[src/rtl/lif_pkg.sv]
// Shared FP16 types, field widths and constants for the LIF neuron and its adder.
// Input sanitising (NaN/Inf -> max, subnormal -> zero) lives here so every consumer treats operands alike.
package lif_pkg;

  typedef logic [15:0] fp16_t;

  localparam int EXP_W = 5;
  localparam int MAN_W = 10;
  localparam int BIAS  = 15;

  localparam fp16_t FP16_ZERO = 16'h0000;
  localparam fp16_t FP16_ONE  = 16'h3C00;
  localparam fp16_t FP16_MAX  = 16'h7BFF;

  function automatic fp16_t fp16_sanitize(input fp16_t x);
    fp16_t r;
    r = x;
    if (x[14:10] == '1)
      r = FP16_MAX;
    else if (x[14:10] == '0)
      r = FP16_ZERO;
    return r;
  endfunction

endpackage

[src/rtl/fp16_add.sv]
// Combinational FP16 add/subtract with flush-to-zero, truncation and saturation to FP16_MAX.
// The smaller operand is aligned into a wide field so the exact sum is formed before truncating.
module fp16_add
  import lif_pkg::*;
(
  input  fp16_t i_a,
  input  fp16_t i_b,
  input  logic  i_sub,
  output fp16_t o_sum
);

  fp16_t            w_a;
  fp16_t            w_b;
  fp16_t            w_big;
  fp16_t            w_small;
  logic             w_sign_b;
  logic             w_big_sign;
  logic             w_small_sign;
  logic             w_eff_sub;
  logic [EXP_W-1:0] w_exp_diff;
  logic [41:0]      w_big_ext;
  logic [41:0]      w_small_ext;
  logic [42:0]      w_raw;
  logic [42:0]      w_norm;
  logic [5:0]       w_lead;
  logic signed [7:0] w_exp_res;
  logic [32:0]      w_unused_bits;

  // Exponent difference never exceeds 29 for a non-zero operand, so 31 guard bits keep the sum exact.
  always_comb begin
    w_a          = fp16_sanitize(i_a);
    w_b          = fp16_sanitize(i_b);
    w_sign_b     = w_b[15] ^ i_sub;
    w_big        = w_a;
    w_big_sign   = w_a[15];
    w_small      = w_b;
    w_small_sign = w_sign_b;
    if (w_a[14:0] < w_b[14:0]) begin
      w_big        = w_b;
      w_big_sign   = w_sign_b;
      w_small      = w_a;
      w_small_sign = w_a[15];
    end
    w_eff_sub   = w_big_sign ^ w_small_sign;
    w_exp_diff  = w_big[14:10] - w_small[14:10];
    w_big_ext   = {(w_big[14:10] != '0), w_big[MAN_W-1:0], 31'd0};
    w_small_ext = {(w_small[14:10] != '0), w_small[MAN_W-1:0], 31'd0} >> w_exp_diff;
    if (w_eff_sub)
      w_raw = {1'b0, w_big_ext} - {1'b0, w_small_ext};
    else
      w_raw = {1'b0, w_big_ext} + {1'b0, w_small_ext};

    w_lead = '0;
    for (int k = 0; k < 43; k++) begin
      if (w_raw[k])
        w_lead = 6'(k);
    end
    w_norm        = w_raw << (6'd42 - w_lead);
    w_exp_res     = $signed({3'b000, w_big[14:10]}) + $signed({2'b00, w_lead}) - 8'sd41;
    w_unused_bits = {w_norm[42], w_norm[31:0]};

    if (w_raw == '0)
      o_sum = FP16_ZERO;
    else if (w_exp_res >= 8'sd31)
      o_sum = FP16_MAX;
    else if (w_exp_res <= 8'sd0)
      o_sum = FP16_ZERO;
    else
      o_sum = {w_big_sign, w_exp_res[4:0], w_norm[41:32]};
  end

endmodule

[src/rtl/modified_lif_neuron.sv]
// Leaky integrate-and-fire neuron with FP16 membrane potential; one update per clock.
// Optional refractory period is enabled by defining LIF_REFRACTORY_EN.
module modified_lif_neuron
  import lif_pkg::*;
#(
  parameter fp16_t THRESHOLD      = 16'h4400,
  parameter fp16_t V_RESET        = 16'h0000,
  parameter int    LEAK_SHIFT     = 3,
  parameter int    REFRACT_CYCLES = 2
) (
  input  logic  clk,
  input  logic  reset,
  input  fp16_t input_current,
  output logic  fired
);

  localparam logic [EXP_W-1:0] LS = EXP_W'(LEAK_SHIFT);

  fp16_t r_v;
  logic  r_fired;
  fp16_t w_leak;
  fp16_t w_diff;
  fp16_t w_sum;
  fp16_t w_vnext;
  logic  w_fire;

`ifdef LIF_REFRACTORY_EN
  logic [7:0] r_refract;
`else
  localparam int unused_refract_cycles = REFRACT_CYCLES;
`endif

  // Multiplying by 2^-LEAK_SHIFT is an exponent decrement; small exponents flush to zero.
  always_comb begin
    w_leak = FP16_ZERO;
    if (r_v[14:10] > LS)
      w_leak = {r_v[15], r_v[14:10] - LS, r_v[MAN_W-1:0]};
  end

  fp16_add u_leak_sub (
    .i_a   (r_v),
    .i_b   (w_leak),
    .i_sub (1'b1),
    .o_sum (w_diff)
  );

  fp16_add u_integrate (
    .i_a   (w_diff),
    .i_b   (input_current),
    .i_sub (1'b0),
    .o_sum (w_sum)
  );

  assign w_vnext = w_sum[15] ? FP16_ZERO : w_sum;
  assign w_fire  = (w_vnext[14:0] >= THRESHOLD[14:0]);
  assign fired   = r_fired;

`ifdef LIF_REFRACTORY_EN
  always_ff @(posedge clk or negedge reset) begin
    if (!reset) begin
      r_v       <= V_RESET;
      r_fired   <= 1'b0;
      r_refract <= '0;
    end else if (r_refract != '0) begin
      r_v       <= V_RESET;
      r_fired   <= 1'b0;
      r_refract <= r_refract - 8'd1;
    end else if (w_fire) begin
      r_v       <= V_RESET;
      r_fired   <= 1'b1;
      r_refract <= 8'(REFRACT_CYCLES);
    end else begin
      r_v       <= w_vnext;
      r_fired   <= 1'b0;
    end
  end
`else
  always_ff @(posedge clk or negedge reset) begin
    if (!reset) begin
      r_v     <= V_RESET;
      r_fired <= 1'b0;
    end else if (w_fire) begin
      r_v     <= V_RESET;
      r_fired <= 1'b1;
    end else begin
      r_v     <= w_vnext;
      r_fired <= 1'b0;
    end
  end
`endif

endmodule

[config.mk]
export PLATFORM = sky130hd
export DESIGN_NAME = modified_lif_neuron
export DESIGN_NICKNAME = d
export VERILOG_FILES = /design/src/rtl/lif_pkg.sv /design/src/rtl/fp16_add.sv /design/src/rtl/modified_lif_neuron.sv
export SDC_FILE = /design/constraint.sdc
export NUM_CORES = 1
export LEC_CHECK = 0
export BUFFER_PORTS_ARGS = -buffer_cell sky130_fd_sc_hd__buf_2
export CORE_MARGIN = 1.5
export CORE_UTILIZATION = 33
export CTS_CLUSTER_DIAMETER = 150
export DETAILED_ROUTE_END_ITERATION = 7
export GPL_ROUTABILITY_DRIVEN = 0
export SLEW_MARGIN = 30
export SYNTH_ARGS = -nofsm -noshare
export SYNTH_HDL_FRONTEND = slang
export SYNTH_SLANG_ARGS = --single-unit
[constraint.sdc]
create_clock -name clk -period 37.1 [get_ports clk]
set_input_delay 3.71 -clock clk [delete_from_list [all_inputs] [get_ports clk]]
set_output_delay 3.71 -clock clk [all_outputs]
set_load 0.05 [all_outputs]
==> metrics.md <==
| Metric | Value |
|---|---|
| Number of instances in the synthesized netlist | 2,654 |
| Post-Route WL | around 70,000 um |
| Clock insertion delay at the later pin of the skew report | around 0.24 ns |
| Total global routing overflow | 0 |
| Wire length per cell | between 20 and 25 um |
| Number of global-route vias before repair | 19,380 |
| Buffer and inverter count on the worst path | 13 |
| Post-synthesis area per instance | roughly 7 sq um |
| Die X | 239.9 um |
| Clock Path Buffers | 2 |
| DRC viols | 0 |
| Critical Path End Type | flop |
| Inserted Clock Buffers | 3 |
| Overall global routing resource usage | around a quarter |
| Max Freq | 0.03443 GHz |
| Ys flop type | sky130_fd_sc_hd__dfrtp_1 |
| Setup Buffers After CTS | 0 |
| Max-capacitance violation count | 0 |
| Post-route minimum period | between 20 and 30 ns |
| First-pass GRT wire length | 111,100 um |
| Outcome | finished, final reports clean |
| Largest net degree at the start of global routing | 59 |
| Share of synthesized flip-flops with an asynchronous set or reset | 100.0% |
| Count of buffers inserted at the top-level ports | 18 |
| Initial core utilization | 33.49% |
| Fraction of layout instances using a drive strength above 1 | 11.51% |
| Cells resized by post-CTS repair | 0 |
| Fin. max-slew vios | 0 |
| Sequential element share of the synthesized area | between 2 and 2.5% |
| CTS tree | done |
| Kind of start point of the critical path | flop |
| Area overhead of the layout relative to synthesis | 3.398% |
| Worst Path Class, Setup | flop to flop |
| Slew of the pin with the lowest slew margin | 0.9886 ns |
| Slew HR | approximately a third |
| Register bit count reported by yosys | 16 |
| Number of hold-slack violations in the final timing report | 0 |
| Number of antenna violations at the first check in global routing | 0 |
| Number of search-and-repair iterations in the first detailed-routing pass | 6 |
| H-tree Lvls | 1 |
| Cell at the slowest stage of the critical path | sky130_fd_sc_hd__a2111o_1 |
| Total number of yosys warnings | 0 |
| Summed instance area of the synthesized netlist | 0.01852 sq mm |
| Total negative slack for setup checks | 0 ns |
| Net count after synthesis | roughly 2,800 |
| Top fanout value on the critical path | 43 |
| Share of the synthesized area in the top cell type | 5.741% |
| Data required time of the worst path | 37.24 ns |
| Ranking of synthesized cells by area | sky130_fd_sc_hd__ha_1 (5.7%), sky130_fd_sc_hd__nand2_1 (5.4%), sky130_fd_sc_hd__mux4_2 (5.3%) |
| First DRT Iteration DRCs | ~2,800 |
| Placeable core area | 0.05531 sq mm |
| Count of antenna-violating nets left after detailed routing | 0 |
| Maximum clock skew at final layout | 0.002062 ns |
| Hold_buf cts | 0 |
| Via count of the routed design | roughly 22,000 |
| Dominant delay contributor by cell family on the critical path | compound AO/OA/AOI/OAI gates |
| Unrepaired setup endpoints after global routing | false |
| Total number of clock tree sinks | 16 |
| Unique cell type count in the Yosys netlist | 135 |
| Diodes inserted | 0 |
| Path type of the worst min-delay path | flop to flop |
| Most frequent cell on the critical path | sky130_fd_sc_hd__nor2_1 |
| Cell type with the highest aggregate area in the netlist | sky130_fd_sc_hd__ha_1 |
| Area of the die | 0.05756 sq mm |
| Vert. Die Dim | 239.9 um |
| Slowest cell delay on critical path | around 0.70 ns |
| I/O pin count | 19 |
| Final setup violating endpoints | 0 |
| Total number of nets in the final design | 2,645 |
| Post-route clock period utilization | roughly four fifths |
| Detail-routed via count per cell | 6.592 |
| Number of enable flip-flop cells after synthesis | 0 |
| Clock slew at reported path FFs | approximately 0.050 ns |
| Number of cell rows | 86 |
| WP data arrival | 29.19 ns |
| Half-perimeter wire length of the detailed placement result | 55,600 um |
| CTS Root Cell | sky130_fd_sc_hd__clkbuf_16 |
-- metrics by stage --
stage | hold slack (ns) | instances | setup WS, ns | utilization [%] | area, sq um
5_1_grt | 2.453 | 3286 | 5.656 | 34.63 | 19150
2_1_floorplan | 1.817 | 2654 | 12.52 | - | 18520
4_1_cts | 2.271 | 3286 | 8.480 | 34.63 | 19150
3_3_place_gp | 2.312 | 3282 | 9.054 | 34.44 | 19050
3_5_place_dp | 2.245 | 3282 | 8.605 | 34.47 | 19060
6_report | 2.261 | 3286 | 8.056 | 34.63 | 19150
-- synthesized netlist by cell type, types with 24 or more instances --
| library cell | number |
|---|---|
| sky130_fd_sc_hd__a211oi_1 | 60 |
| sky130_fd_sc_hd__a21o_1 | 49 |
| sky130_fd_sc_hd__a21oi_1 | 192 |
| sky130_fd_sc_hd__a31oi_1 | 37 |
| sky130_fd_sc_hd__and2_1 | 35 |
| sky130_fd_sc_hd__and3_1 | 25 |
| sky130_fd_sc_hd__buf_2 | 48 |
| sky130_fd_sc_hd__clkbuf_1 | 96 |
| sky130_fd_sc_hd__ha_1 | 85 |
| sky130_fd_sc_hd__inv_1 | 84 |
| sky130_fd_sc_hd__mux2_2 | 36 |
| sky130_fd_sc_hd__mux2i_1 | 98 |
| sky130_fd_sc_hd__mux4_2 | 44 |
| sky130_fd_sc_hd__nand2_1 | 266 |
| sky130_fd_sc_hd__nand2b_1 | 24 |
| sky130_fd_sc_hd__nand3_1 | 105 |
| sky130_fd_sc_hd__nand4_1 | 37 |
| sky130_fd_sc_hd__nor2_1 | 243 |
| sky130_fd_sc_hd__nor3_1 | 63 |
| sky130_fd_sc_hd__o211ai_1 | 59 |
| sky130_fd_sc_hd__o21a_1 | 37 |
| sky130_fd_sc_hd__o21ai_0 | 138 |
| sky130_fd_sc_hd__o22ai_1 | 26 |
| sky130_fd_sc_hd__o31ai_1 | 29 |
| sky130_fd_sc_hd__or3_1 | 39 |
| sky130_fd_sc_hd__xnor2_1 | 54 |
| sky130_fd_sc_hd__xor2_1 | 34 |
-- layout make-up --
cell class / instances / area [sq um]
sequential: 16 / 400.4
clock buffer: 4 / 88.84
inverter: 98 / 367.9
tap: 748 / 935.9
fill: 6099 / 36150
timing repair buffer: 63 / 427.9
multi-input combinational: 2357 / 16930
-- cells by family after synthesis --
logic type,count (synthesis),share of synthesized area [%]
flip-flops,16,2.161
AND/OR/NAND/NOR,984,26.77
XOR/XNOR,93,4.600
adder cells (fa/ha/maj),88,6.066
buffers and inverters,281,6.910
multiplexers,184,13.21
AO/OA/AOI/OAI,1008,40.28
-- final timing paths --
kind,cells after the start,start,slack [ns],endpoint
max in group asynchronous,1,reset,33.47,r_v[13]
min in group asynchronous,1,reset,3.37,r_v[14]
hold reg to reg,9,r_v[2],2.26,r_v[10]
hold / removal,9,r_v[2],2.26,r_v[10]
setup / recovery,122,r_v[11],8.06,r_v[1]
setup reg to reg,122,r_v[11],8.06,r_v[1]
-- worst register-to-register path, delay by kind of cell (launching register included) --
kind                     cells  cell delay (ns)
AO/OA/AOI/OAI               49            12.28
AND/OR/NAND/NOR             44             8.06
adder cells (fa/ha/maj)     11             3.61
buffers and inverters       13             2.51
multiplexers                 2             1.18
XOR/XNOR                     3             0.83
flip-flops                   1             0.49
-- cell usage in the layout, fill, tap and decap left out, types with 50 or more instances in the layout --
cell type and instances:
sky130_fd_sc_hd__inv_1 84, sky130_fd_sc_hd__a211oi_1 60, sky130_fd_sc_hd__ha_1 85, sky130_fd_sc_hd__a21oi_1 191
sky130_fd_sc_hd__nand2_1 266, sky130_fd_sc_hd__nand3_1 105, sky130_fd_sc_hd__nor2_1 242, sky130_fd_sc_hd__o21ai_0 138
sky130_fd_sc_hd__o211ai_1 59, sky130_fd_sc_hd__xnor2_1 50, sky130_fd_sc_hd__mux2i_1 98, sky130_fd_sc_hd__nor3_1 63
-- state kept, by name, indices dropped and copies added (netlist names) --
name,cells
fired,1
r_v,15
-- routing by layer --
metal | vias up | part of all wire [%] | track usage [%] | routed length (um)
li1 | 10070 | - | - | -
met1 | 10290 | 43 | 32.90 | 30360
met2 | 1152 | 45 | 38.13 | 32060
met3 | 149 | 9.0 | 3.238 | 6359
met4 | 0 | 3.1 | 6.613 | 2202
met5 | - | 0 | 0 | 0
Power is not shown: default switching activity piles up to over one toggle a cycle in this logic, so the estimate is an artifact.
